File: config.mk
export PLATFORM = sky130hd
export DESIGN_NAME = cci_mpf_csr_mmio_seq
export DESIGN_NICKNAME = d
export VERILOG_FILES = /design/src/rtl/cci_mpf_csr_mmio_seq.sv
export SDC_FILE = /design/constraint.sdc
export NUM_CORES = 1
export LEC_CHECK = 0
export BUFFER_PORTS_ARGS = -buffer_cell sky130_fd_sc_hd__buf_2
export CAP_MARGIN = 20
export CORE_ASPECT_RATIO = 1.5
export CORE_MARGIN = 1.5
export CORE_UTILIZATION = 45
export DETAILED_ROUTE_END_ITERATION = 7
export PLACE_DENSITY = 0.72
export SYNTH_ARGS = -nofsm -noshare
export SYNTH_HDL_FRONTEND = slang
export SYNTH_SLANG_ARGS = --single-unit
File: constraint.sdc
create_clock -name clk -period 2.81 [get_ports clk]
set_input_delay 0.1405 -clock clk [delete_from_list [all_inputs] [get_ports clk]]
set_output_delay 0.1405 -clock clk [all_outputs]
set_load 0.05 [all_outputs]
File: src/rtl/cci_mpf_csr_mmio_seq.sv
// rtl/cci_mpf_csr_mmio_seq.sv - MPF CSR block: MMIO register writes, queued in-order read responses, event counters
//
// Ports:
//   clk, reset_n                          clock, asynchronous active-low reset
//   mmio_wr_valid/idx/data                host CSR write (no flow control)
//   mmio_rd_valid/idx/tid                 host CSR read (no flow control), queued in a FIFO
//   rsp_ready, rsp_valid/tid/data         read response channel
//   vtp_mode                              page-table mode register
//   vtp_pt_base, vtp_pt_base_valid        page-table base line address, one-cycle update pulse
//   vc_map_ctrl, vc_map_ctrl_valid        VC map control, one-cycle update pulse
//   vc_map_history, wro_stats             read-only status inputs
//   events                                per-cycle event strobes counted by 7 counters
//   rd_overflow                           sticky: a read request was dropped on a full FIFO
module cci_mpf_csr_mmio_seq #(
  parameter int RD_FIFO_DEPTH = 4,
  parameter int CTR_WIDTH     = 48
) (
  input  logic             clk,
  input  logic             reset_n,
  input  logic             mmio_wr_valid,
  input  logic [3:0]       mmio_wr_idx,
  input  logic [63:0]      mmio_wr_data,
  input  logic             mmio_rd_valid,
  input  logic [3:0]       mmio_rd_idx,
  input  logic [8:0]       mmio_rd_tid,
  input  logic             rsp_ready,
  output logic             rsp_valid,
  output logic [8:0]       rsp_tid,
  output logic [63:0]      rsp_data,
  output logic [63:0]      vtp_mode,
  output logic [41:0]      vtp_pt_base,
  output logic             vtp_pt_base_valid,
  output logic [63:0]      vc_map_ctrl,
  output logic             vc_map_ctrl_valid,
  input  logic [63:0]      vc_map_history,
  input  logic [3:0][63:0] wro_stats,
  input  logic [6:0]       events,
  output logic             rd_overflow
);

  localparam int PW = $clog2(RD_FIFO_DEPTH);

  logic [12:0]          fifo_mem [RD_FIFO_DEPTH];
  logic [PW-1:0]        wr_ptr;
  logic [PW-1:0]        rd_ptr;
  logic [PW:0]          count;
  logic                 empty;
  logic                 full;
  logic                 pop;
  logic                 push;
  logic [12:0]          head;
  logic [3:0]           head_idx;
  logic [63:0]          rd_data;
  logic [6:0]           ctr_clr;
  logic [CTR_WIDTH-1:0] ctr [7];

  assign empty = (count == '0);
  assign full  = (count == (PW+1)'(RD_FIFO_DEPTH));
  assign pop   = !empty && rsp_ready;
  // A full FIFO still accepts a request when the head leaves in the same cycle.
  assign push  = mmio_rd_valid && (!full || pop);

  assign head     = fifo_mem[rd_ptr];
  assign head_idx = head[12:9];

  assign ctr_clr = (mmio_wr_valid && mmio_wr_idx == 4'd15) ? mmio_wr_data[6:0] : 7'd0;

  // Read data is sampled at pop time, so a write landing in the request's
  // arrival cycle is already visible here.
  always_comb begin
    rd_data = '0;
    case (head_idx)
      4'd0:                   rd_data = vtp_mode;
      4'd1:                   rd_data = 64'(vtp_pt_base);
      4'd2:                   rd_data = vc_map_ctrl;
      4'd3:                   rd_data = vc_map_history;
      4'd4, 4'd5, 4'd6, 4'd7: rd_data = wro_stats[head_idx[1:0]];
      4'd15:                  rd_data = '0;
      default:                rd_data = 64'(ctr[head_idx[2:0]]);
    endcase
  end

  // Storage carries no reset: occupancy alone decides what is valid.
  always_ff @(posedge clk) begin
    if (push) fifo_mem[wr_ptr] <= {mmio_rd_idx, mmio_rd_tid};
  end

  always_ff @(posedge clk or negedge reset_n) begin
    if (!reset_n) begin
      wr_ptr      <= '0;
      rd_ptr      <= '0;
      count       <= '0;
      rd_overflow <= 1'b0;
      rsp_valid   <= 1'b0;
      rsp_tid     <= '0;
      rsp_data    <= '0;
    end else begin
      if (push) wr_ptr <= wr_ptr + 1'b1;
      if (pop)  rd_ptr <= rd_ptr + 1'b1;
      case ({push, pop})
        2'b10:   count <= count + 1'b1;
        2'b01:   count <= count - 1'b1;
        default: count <= count;
      endcase
      if (mmio_rd_valid && !push) rd_overflow <= 1'b1;
      rsp_valid <= pop;
      if (pop) begin
        rsp_tid  <= head[8:0];
        rsp_data <= rd_data;
      end
    end
  end

  always_ff @(posedge clk or negedge reset_n) begin
    if (!reset_n) begin
      vtp_mode          <= '0;
      vtp_pt_base       <= '0;
      vtp_pt_base_valid <= 1'b0;
      vc_map_ctrl       <= '0;
      vc_map_ctrl_valid <= 1'b0;
    end else begin
      vtp_pt_base_valid <= mmio_wr_valid && (mmio_wr_idx == 4'd1);
      vc_map_ctrl_valid <= mmio_wr_valid && (mmio_wr_idx == 4'd2);
      if (mmio_wr_valid) begin
        case (mmio_wr_idx)
          4'd0:    vtp_mode    <= mmio_wr_data;
          4'd1:    vtp_pt_base <= mmio_wr_data[41:0];
          4'd2:    vc_map_ctrl <= mmio_wr_data;
          default: ;
        endcase
      end
    end
  end

  // Clear takes priority over a same-cycle event; counters wrap naturally.
  always_ff @(posedge clk or negedge reset_n) begin
    if (!reset_n) begin
      for (int i = 0; i < 7; i++) ctr[i] <= '0;
    end else begin
      for (int i = 0; i < 7; i++) begin
        if (ctr_clr[i])     ctr[i] <= '0;
        else if (events[i]) ctr[i] <= ctr[i] + 1'b1;
      end
    end
  end

endmodule

==> out/qor.txt <==
Hold depth = 5
RSZ-0062 raised after global routing = false
# port buffers = 659
FF-to-FF setup slack = 80 ps
Initial Utilization = 0.4562
CP max FO = 60
Final min period = 2735 ps
R2R depth = 7
Switch Pwr = 17780 uW
F_max = 365.7 MHz
Ys flop type = dfrtp_1
Die X = 232.2 um
Height of the die = 346.8 um
CTS H-tree depth = 2
Post-synth EDFFs = 52
Final Wtd Congestion = 0.9817
CP required = 3330 ps
CTS Sinks = 642
IO Pins = 660
Initial antenna violation count = 17
GR Util All Layers = 0.3399
Die area = 0.08054 mm2
Post-Synthesis Net Count = 3880
Fin. Hold Viols = 0
Worst r2r dst = rsp_data[7]
Status = finished clean
Root buffer cell = clkbuf_16
Fin crit share = 0.9732
Hold Crit Class = input port to register
PwrDens = 889.9 mW/mm2
Fin util = 0.5933
Leak pwr = 0.02068 uW
Final ANT Viol Nets = 0
Clock power frac = 0.219
Worst Skew = 35.56 ps
Synthesized instance count = 3455
Vias in the first global route = 33.77k
DRC viols = 0
Critical Path AT = 3250 ps
Syn_area_per_cell = 10.26 um2
Comb pwr share = 0.477
HPWL after DPL = 101.1 mm
CTS tree = yes
Crit Path Class = register to register
Post-Syn Area = 0.03546 mm2
Internal power = 23260 uW
Peak VDD IR = 0.0007622 V
Cell Rows = 125
FFs w/ async S/R, synth = 0.9190
Clk slew on worst S/H paths = 70 ps
Pre-antenna DRT Iters = 6
Total CTS buffers = 61
Hold Startpoint = vc_map_history[47]
Max-cap violations = 0
Synthesis Warnings = 0
Ratio of cells with drive above 1 in the final layout = 0.2847
CORE AREA = 0.07773 mm2
Via density = 6.241
First DRT Iteration DRCs = 3855
Switching part of the total = 0.4333
Nets = 4853
WHS = 16.12 ps
Final Max Tran Viols = 0
Clock Latency Late Sink = 680 ps
Area growth, synth to finish = 30.05%
Unique cell type count in the Yosys netlist = 57
Via Count = 34.36k
Fill cells = 6346
Largest net degree at the start of global routing = 101
Synthesized flop and latch total = 642
Startpoint types = register
Sequential share of the synthesized area = 0.4603
Hold endpoint = rsp_data[47]
R2r startpoint = rd_ptr[0]
Max transition margin = 0.5273
Post-Route WL = 141.6 mm
Clock Path Buffers = 3
Setup crit end kind = register
Sequential share of power = 0.304
WL/cell = 25.72 um
TNS Setup = 0 ps
Global-route wire length before repair = 207.3 mm
Grt total ovfl = 0
Final setup viols = 0
Least-Margin Pin Slew = 709.1 ps
[sequential cells by signal, summed over array words and instances (netlist names), 3 cells and up]
signal       count
vc_map_ctrl     64
fifo_mem        52
count            3
rsp_tid          9
vtp_mode        64
rsp_data        64
vtp_pt_base     42
ctr            336
[worst max-delay path, stage by stage, from the launching register on]
cell	delay [ps]
dfrtp_2	400
buf_6	170
mux4_4	720
buf_12	260
buf_12	260
mux4_2	300
a22oi_1	210
o211ai_1	140
[synthesized netlist by cell type, drive strengths merged (23+ instances only)]
| master | n | share of area |
|---|---|---|
| a21oi | 136 | 0.019 |
| a221o | 38 | 0.011 |
| a221oi | 23 | 0.0057 |
| a22oi | 45 | 0.0095 |
| and2 | 27 | 0.0048 |
| and3 | 53 | 0.0093 |
| and4 | 51 | 0.013 |
| buf | 59 | 0.0071 |
| clkbuf | 157 | 0.017 |
| dfrtp | 590 | 0.42 |
| edfxtp | 52 | 0.044 |
| inv | 47 | 0.0050 |
| mux2 | 176 | 0.056 |
| mux2i | 144 | 0.041 |
| mux4 | 114 | 0.072 |
| nand2 | 503 | 0.053 |
| nand3 | 155 | 0.022 |
| nand4 | 114 | 0.020 |
| nor2 | 232 | 0.025 |
| nor3 | 33 | 0.0047 |
| nor4 | 45 | 0.0083 |
| o211ai | 53 | 0.011 |
| o21ai | 115 | 0.016 |
| o31ai | 73 | 0.015 |
| or3 | 71 | 0.013 |
| or4 | 79 | 0.017 |
| xnor2 | 83 | 0.020 |
| xor2 | 91 | 0.022 |
[metrics by stage]
step,setup slack (ps),std cells,total power [uW],instance area [um2]
after detailed placement,44.46,5073,30630,40760
final,75.44,5505,41040,46120
after global placement,-23.42,5073,30390,40760
after CTS,1.011,5474,39990,45780
after floorplan,380.2,3455,24570,35460
after global routing,17.74,5500,42520,46110
[cells in the final DEF (no fill, tap or decap), types with 91 or more instances in the layout]
cell type | netlist | routed
buf_4 | 0 | 147
mux2i_1 | 144 | 140
a21oi_1 | 136 | 136
nand3_1 | 155 | 154
nor2_1 | 232 | 230
mux4_2 | 114 | 113
buf_2 | 23 | 658
mux2_2 | 176 | 175
o21ai_0 | 114 | 113
nand2_1 | 503 | 502
xor2_1 | 91 | 91
dfrtp_1 | 590 | 589
nand4_1 | 112 | 112
dlygate4sd3_1 | 0 | 286
[cell type report]
| cell class | instances | area (um2) | share of cell area |
|---|---|---|---|
| multi-input cells | 2551 | 18220 | 0.3949 |
| flip-flops and latches | 642 | 16330 | 0.3540 |
| repair buffers | 1125 | 7974 | 0.1729 |
| clock buffers | 78 | 1692 | 0.03668 |
| well taps | 1016 | 1271 | 0.02756 |
| clock inverters | 36 | 439.2 | 0.009522 |
| inverters | 47 | 177.7 | 0.003852 |
| diodes | 10 | 25.02 | 0.0005426 |
[worst max-delay path by stage]
stage | startpoint | endpoint | slack, ps | cells after the start
final | rd_ptr[0] | rsp_data[7] | 80 | 7
after floorplan | rd_ptr[1] | rsp_data[26] | 380 | 7
after detailed placement | rd_ptr[0] | rsp_data[42] | 40 | 7
after global placement | rd_ptr[0] | rsp_data[42] | -20 | 7
after global routing | rd_ptr[0] | rsp_data[7] | 20 | 7
after CTS | rd_ptr[0] | rsp_data[42] | 1 | 7
[repair_timing]
action,CTS,global route
hold buffers,287,0
hold endpoints to repair,799,0
setup endpoints to repair,0,17
gates resized for setup,0,12
buffers inserted,0,15
[power by group through the flow]
stage	logic, uW	registers [uW]	clock network (uW)
3_3_place_gp	17900	12500	0
5_1_grt	20500	12600	9410
4_1_cts	18600	12400	9050
6_report	19600	12500	8990
2_1_floorplan	9080	15500	0
3_5_place_dp	18100	12600	0
[cell families (layout without fill, tap and decap cells)]
logic type / after synthesis / in the layout / synth area share
AOI/OAI and AO/OA: 520 / 520 / 0.09625
xor gates and xnor gates: 174 / 174 / 0.04297
adders and majority gates: 12 / 12 / 0.004445
buffers and inverters: 263 / 1286 / 0.02865
DFF: 642 / 642 / 0.4603
muxes: 434 / 435 / 0.1689
other: 0 / 10 / 0
and+or+nand+nor: 1410 / 1410 / 0.1984
[per-layer routing]
layer  global-route usage  up-vias  wire length [um]
met4               0.1853       10              8674
li1                     -    14780                 -
met3              0.07695      548             14480
met2               0.5641     2112             68130
met1               0.4065    16910             50260
met5                    0        -                66
No activity file was read; power rests on OpenSTA's default activity.
